`config.mk`:
```
export PLATFORM = sky130hd
export DESIGN_NAME = ppu_fb_writer
export DESIGN_NICKNAME = d
export VERILOG_FILES = /design/src/rtl/ppu_fb_writer.sv
export SDC_FILE = /design/constraint.sdc
export NUM_CORES = 1
export LEC_CHECK = 0
export BUFFER_PORTS_ARGS = -buffer_cell sky130_fd_sc_hd__buf_2
export CAP_MARGIN = 25
export CORE_ASPECT_RATIO = 2
export CORE_MARGIN = 2
export CORE_UTILIZATION = 50
export CTS_BUF_LIST = sky130_fd_sc_hd__clkbuf_8
export CTS_CLUSTER_DIAMETER = 40
export DETAILED_ROUTE_END_ITERATION = 6
export HOLD_SLACK_MARGIN = 0.15
export PLACE_DENSITY = 0.69
export SYNTH_ARGS = -nofsm -noshare
export SYNTH_HDL_FRONTEND = slang
export SYNTH_SLANG_ARGS = --single-unit
```
`constraint.sdc`:
```
create_clock -name clk -period 5.2 [get_ports clk]
set_clock_uncertainty 0.15 [all_clocks]
set_input_delay 1.04 -clock clk [delete_from_list [all_inputs] [get_ports clk]]
set_output_delay 1.04 -clock clk [all_outputs]
set_load 0.005 [all_outputs]
```
`src/rtl/ppu_fb_writer.sv`:
```
`default_nettype none
// +----------------------------------------------------------------------------+
// | ppu_fb_writer: maps PPU pixels (palette optional via FB_PALETTE_EN), packs |
// | four per byte and drains them through a small FIFO to the framebuffer RAM. |
// | Revision: 1.0                                                              |
// +----------------------------------------------------------------------------+
module ppu_fb_writer #(
  parameter int FB_WIDTH   = 160,
  parameter int FB_HEIGHT  = 144,
  parameter int FIFO_DEPTH = 4,
  parameter int ADDR_W     = 13
) (
  input  logic              clk,
  input  logic              rst,
  input  logic [1:0]        px_in,
  input  logic              px_valid,
  input  logic              frame_sync,
  input  logic [7:0]        bgp,
  output logic              fb_we,
  output logic [ADDR_W-1:0] fb_addr,
  output logic [7:0]        fb_wdata,
  input  logic              fb_ready,
  output logic              frame_done,
  output logic              overflow,
  input  logic              ovf_clr
);

  localparam int XW = $clog2(FB_WIDTH);
  localparam int YW = $clog2(FB_HEIGHT);
  localparam int PW = $clog2(FIFO_DEPTH);
  localparam int BYTES_PER_LINE = FB_WIDTH / 4;
  localparam logic [ADDR_W-1:0] LAST_ADDR = ADDR_W'(FB_WIDTH * FB_HEIGHT / 4 - 1);

  typedef enum logic [0:0] {
    WAIT_SYNC = 1'b0,
    ACTIVE    = 1'b1
  } state_t;

  state_t            state;
  logic [XW-1:0]     x;
  logic [YW-1:0]     y;
  logic [1:0]        pack_cnt;
  logic [5:0]        pack;

  logic [7:0]        fifo_data [FIFO_DEPTH];
  logic [ADDR_W-1:0] fifo_addr [FIFO_DEPTH];
  logic [PW-1:0]     wr_ptr;
  logic [PW-1:0]     rd_ptr;
  logic [PW:0]       count;

  logic [1:0]        shade;

`ifdef FB_PALETTE_EN
  assign shade = bgp[{px_in, 1'b0} +: 2];
`else
  logic unused_bgp;
  assign unused_bgp = ^bgp;
  assign shade      = px_in;
`endif

  logic              restart;
  logic              px_take;
  logic [XW-1:0]     x_base;
  logic [YW-1:0]     y_base;
  logic [1:0]        cnt_base;
  logic              push;
  logic              pop;
  logic              full;
  logic              push_ok;
  logic              drop;
  logic [ADDR_W-1:0] push_addr;

  // A mid-frame sync rewinds position in the same cycle so a coincident pixel lands at (0,0).
  assign restart   = frame_sync && (state == ACTIVE);
  assign px_take   = px_valid && (state == ACTIVE);
  assign x_base    = restart ? '0 : x;
  assign y_base    = restart ? '0 : y;
  assign cnt_base  = restart ? '0 : pack_cnt;
  assign push      = px_take && (cnt_base == 2'd3);
  assign push_addr = ADDR_W'(y_base) * ADDR_W'(BYTES_PER_LINE) + ADDR_W'(x_base >> 2);

  assign fb_we    = (count != '0);
  assign fb_addr  = fifo_addr[rd_ptr];
  assign fb_wdata = fifo_data[rd_ptr];
  assign pop      = fb_we && fb_ready;
  assign full     = (count == (PW+1)'(FIFO_DEPTH));
  assign push_ok  = push && (!full || pop);
  assign drop     = push && full && !pop;

  always_ff @(posedge clk) begin
    if (rst) begin
      state    <= WAIT_SYNC;
      x        <= '0;
      y        <= '0;
      pack_cnt <= '0;
      pack     <= '0;
    end else begin
      case (state)
        WAIT_SYNC: begin
          if (frame_sync) begin
            state    <= ACTIVE;
            x        <= '0;
            y        <= '0;
            pack_cnt <= '0;
          end
        end
        ACTIVE: begin
          if (px_take) begin
            pack_cnt <= cnt_base + 2'd1;
            case (cnt_base)
              2'd0:    pack[5:4] <= shade;
              2'd1:    pack[3:2] <= shade;
              2'd2:    pack[1:0] <= shade;
              default: ;
            endcase
            if (x_base == XW'(FB_WIDTH - 1)) begin
              x <= '0;
              y <= (y_base == YW'(FB_HEIGHT - 1)) ? '0 : y_base + YW'(1);
            end else begin
              x <= x_base + XW'(1);
              y <= y_base;
            end
          end else if (restart) begin
            x        <= '0;
            y        <= '0;
            pack_cnt <= '0;
          end
        end
        default: state <= WAIT_SYNC;
      endcase
    end
  end

  always_ff @(posedge clk) begin
    if (rst) begin
      wr_ptr     <= '0;
      rd_ptr     <= '0;
      count      <= '0;
      frame_done <= 1'b0;
      overflow   <= 1'b0;
      for (int i = 0; i < FIFO_DEPTH; i++) begin
        fifo_data[i] <= '0;
        fifo_addr[i] <= '0;
      end
    end else begin
      if (push_ok) begin
        fifo_data[wr_ptr] <= {pack, shade};
        fifo_addr[wr_ptr] <= push_addr;
        wr_ptr            <= wr_ptr + PW'(1);
      end
      if (pop) begin
        rd_ptr <= rd_ptr + PW'(1);
      end
      case ({push_ok, pop})
        2'b10:   count <= count + (PW+1)'(1);
        2'b01:   count <= count - (PW+1)'(1);
        default: ;
      endcase
      frame_done <= pop && (fb_addr == LAST_ADDR);
      // A drop in the same cycle as a clear must leave the flag set.
      if (drop) begin
        overflow <= 1'b1;
      end else if (ovf_clr) begin
        overflow <= 1'b0;
      end
    end
  end

endmodule
`default_nettype wire

```
==> run_results.csv <==
group,metric,value,unit
cts,cts_made_buffers,17,
route,drt-initial-drc-count,346,
cts,cts-hold-fix-buffers,0,
critical_path,critical_path_arrival,3950,ps
synth,synth_edf_count,84,
grt,gr-total-overflow,0,
die,dieArea,0.01335,mm^2
power_and_ir_drop,leakage,0.002580,uW
die,die_height,161.4,um
finish,fillCellCount,1014,
die,initial_core_util,0.5108,
synth,synth_warnings,0,
sta,timing.fmax,254.1,MHz
sta,rsz0062_at_grt,"no",
critical_path,worstPathMaxFanout,16,
critical_path,end_kind,"flip-flop",
cts,htreeDepth,4,
placed_design,gp_congestion,0.8830,
power_and_ir_drop,p_sw_frac,0.2561,
critical_path,timing.rr.start,"state",
synth,ys_seq_area_frac,0.5236,
sta,worst_slew_pin_slew,878.7,ps
critical_path,crit_type,"in2reg",
cts,cts-root-buf,"clkbuf_8",
cts,cts_sinks,120,
die,ios,40,
cts,clk_latency,430,ps
critical_path,reg2reg_to,"fifo_addr[3][11]",
finish,seq_area,0.003243,mm^2
critical_path,required,5210,ps
outcome,outcome,"completed",
die,num_rows,57,
placed_design,port_buffers,31,
critical_path,r2r_setup_slack,1840,ps
synth,synth-seq-cells,120,
synth,syn_area,0.006193,mm^2
synth,synth_top_flop_cell,"edfxtp_1",
critical_path,r2r_cells,11,
cts,path_clk_slew,70,ps
finish,antenna_cells,0,
finish,multiInputGateArea,0.002773,mm^2
sta,min_period,3935,ps
grt,grt_pass1_vias,4452,
grt,grt_max_degree,34,
power_and_ir_drop,seqPwrFrac,0.477,
grt,antenna_found_initial,0,
min_path,holdCritPathClass,"reg2reg",
sta,max_slew_margin,0.4120,
finish,fin_util,0.5747,
die,die_w,82.70,um
sta,setup_viol,0,
route,vias,4273,
die,core-area,0.01212,mm^2
synth,yosysUniqueCellTypes,63,
route,drc,0,
sta,slew_viol_final,0,
route,first_pass_iters,5,
grt,grt_use_total,0.2163,
finish,area_growth,12.51,%
power_and_ir_drop,p_switching,586.8,uW
cts,cts_tree,"done",
route,wire_per_inst,17.82,um
critical_path,crit_path_end,"fifo_addr[2][12]",
power_and_ir_drop,combPwrFrac,0.135,
power_and_ir_drop,power.internal,1704,uW
finish,final_cells,739,
power_and_ir_drop,clockPowerShare,0.388,
synth,synthArstFlopShare,0,
placed_design,hpwl,9396,um
sta,final.period_utilization,0.7567,
critical_path,critPathLaunchType,"input port",
cts,post_cts_buffers,0,
grt,grt_pass1_wl,21530,um
critical_path,startpoint,"frame_sync",
finish,layout_common_cells,"edfxtp_1, nor2_1, and2_1",
synth,synth_cells,548,
power_and_ir_drop,power_density,328.8,mW/mm^2
route,ant_nets,0,
cts,cts_resized,0,
synth,syn_avg_cell_area,11.30,um^2
flow_run,maxCapViolations,0,
power_and_ir_drop,peakVddDrop,195.4,uV
placed_design,place_inst,705,
sta,fin_setup_tns,0,ps
finish,drive_above_1_share,0.1706,
route,routed_wirelength,13170,um
cts,ctsLongestPathBuffers,2,
synth,synth_nets,582,
finish,final_common_cell,"edfxtp_1",
finish,finalNetCount,613,
route,drt-vias-per-instance,5.782,
sta,hold_viol_final,0,
[power by group through the flow]
stage               combinational (uW)  clock [uW]  sequential (uW)
global route                       342         947             1100
finish                             310         889             1090
floorplan                          208           0             1100
CTS                                278         901             1110
detailed placement                 277           0             1130
global placement                   270           0             1130
[Yosys cell counts (3+ instances only)]
library cell,number,area [um^2]
nor2b_1,6,37.54
nand4_1,5,31.28
nor2_1,66,247.7
nand2_1,35,131.4
edfxtp_1,84,2522
clkbuf_1,23,86.33
or4_1,3,22.52
xor2_1,4,35.03
and2_1,44,275.3
mux4_1,9,236.5
nand2b_1,3,18.77
nor3_1,11,55.05
nand3_1,22,110.1
or3_1,5,31.28
a21oi_1,29,145.1
mux4_2,12,270.3
inv_1,15,56.30
mux2i_1,5,50.05
and3_1,20,125.1
o211ai_1,5,37.54
a31oi_1,4,25.02
buf_2,4,20.02
dfxtp_1,36,720.7
xnor2_1,20,175.2
o21ai_0,13,65.06
ha_1,16,200.2
[cell families (layout without fill, tap and decap cells)]
family,after synthesis,count (layout),synth area share
muxes,27,27,0.09172
and+or+nand+nor,238,238,0.2042
adders and majority gates,19,19,0.04040
buffers and inverters,47,91,0.03071
AOI/OAI and AO/OA,73,73,0.07536
xor gates and xnor gates,24,24,0.03394
DFF,120,120,0.5236
[registers in the layout, summed over array words and instances, names as in the netlist, named ones only]
signal / count
pack: 6
x: 8
count: 3
wr_ptr: 2
y: 8
frame_done: 1
pack_cnt: 2
fifo_addr: 52
rd_ptr: 2
overflow: 1
state: 1
fifo_data: 32
[area by class of cell]
type / instances / area share
clock buffers: 17 / 0.03358
clock inverters: 15 / 0.02711
inverters: 16 / 0.008619
multi-input cells: 381 / 0.3979
flip-flops and latches: 120 / 0.4654
well taps: 147 / 0.02640
repair buffers: 43 / 0.04094
[per-layer routing]
layer  wire, um  vias up  track usage  share of wire
li1           -     2073            -              -
met1       4794     2059       0.2286           0.36
met2       7578      114       0.3941           0.58
met3        524       27      0.04525          0.040
met4        273        0      0.09762          0.021
met5          0        -            0              0
[through the flow]
| step | worst slack (ps) | cell area (um^2) | power [uW] | hold slack [ps] |
|---|---|---|---|---|
| after detailed placement | 872.0 | 6490 | 1411 | 310.0 |
| after CTS | 1309 | 6913 | 2292 | 323.5 |
| after global routing | 1124 | 6968 | 2388 | 356.8 |
| after global placement | 904.9 | 6490 | 1401 | 305.1 |
| after floorplan | 644.4 | 6193 | 1310 | 285.3 |
| final | 1265 | 6968 | 2291 | 323.4 |
[how the worst min path moves through the flow]
stage	from	endpoint	slack (ps)	cells after the start
5_1_grt	x[1]	x[1]	360	2
3_5_place_dp	pack_cnt[1]	pack_cnt[1]	310	2
6_report	pack_cnt[1]	pack_cnt[1]	320	2
4_1_cts	pack_cnt[1]	pack_cnt[1]	320	2
3_3_place_gp	x[7]	x[7]	310	1
2_1_floorplan	x[7]	x[7]	290	1
[worst max-delay path, stage by stage]
cell and delay (ps):
buf_2 280, nand2_1 370, and2_1 300, ha_1 290
ha_1 360, inv_1 100, or4_1 530, o2111ai_1 150
nand3_1 310, mux2i_1 200
Note: power is estimated with default switching activity, not from simulation.
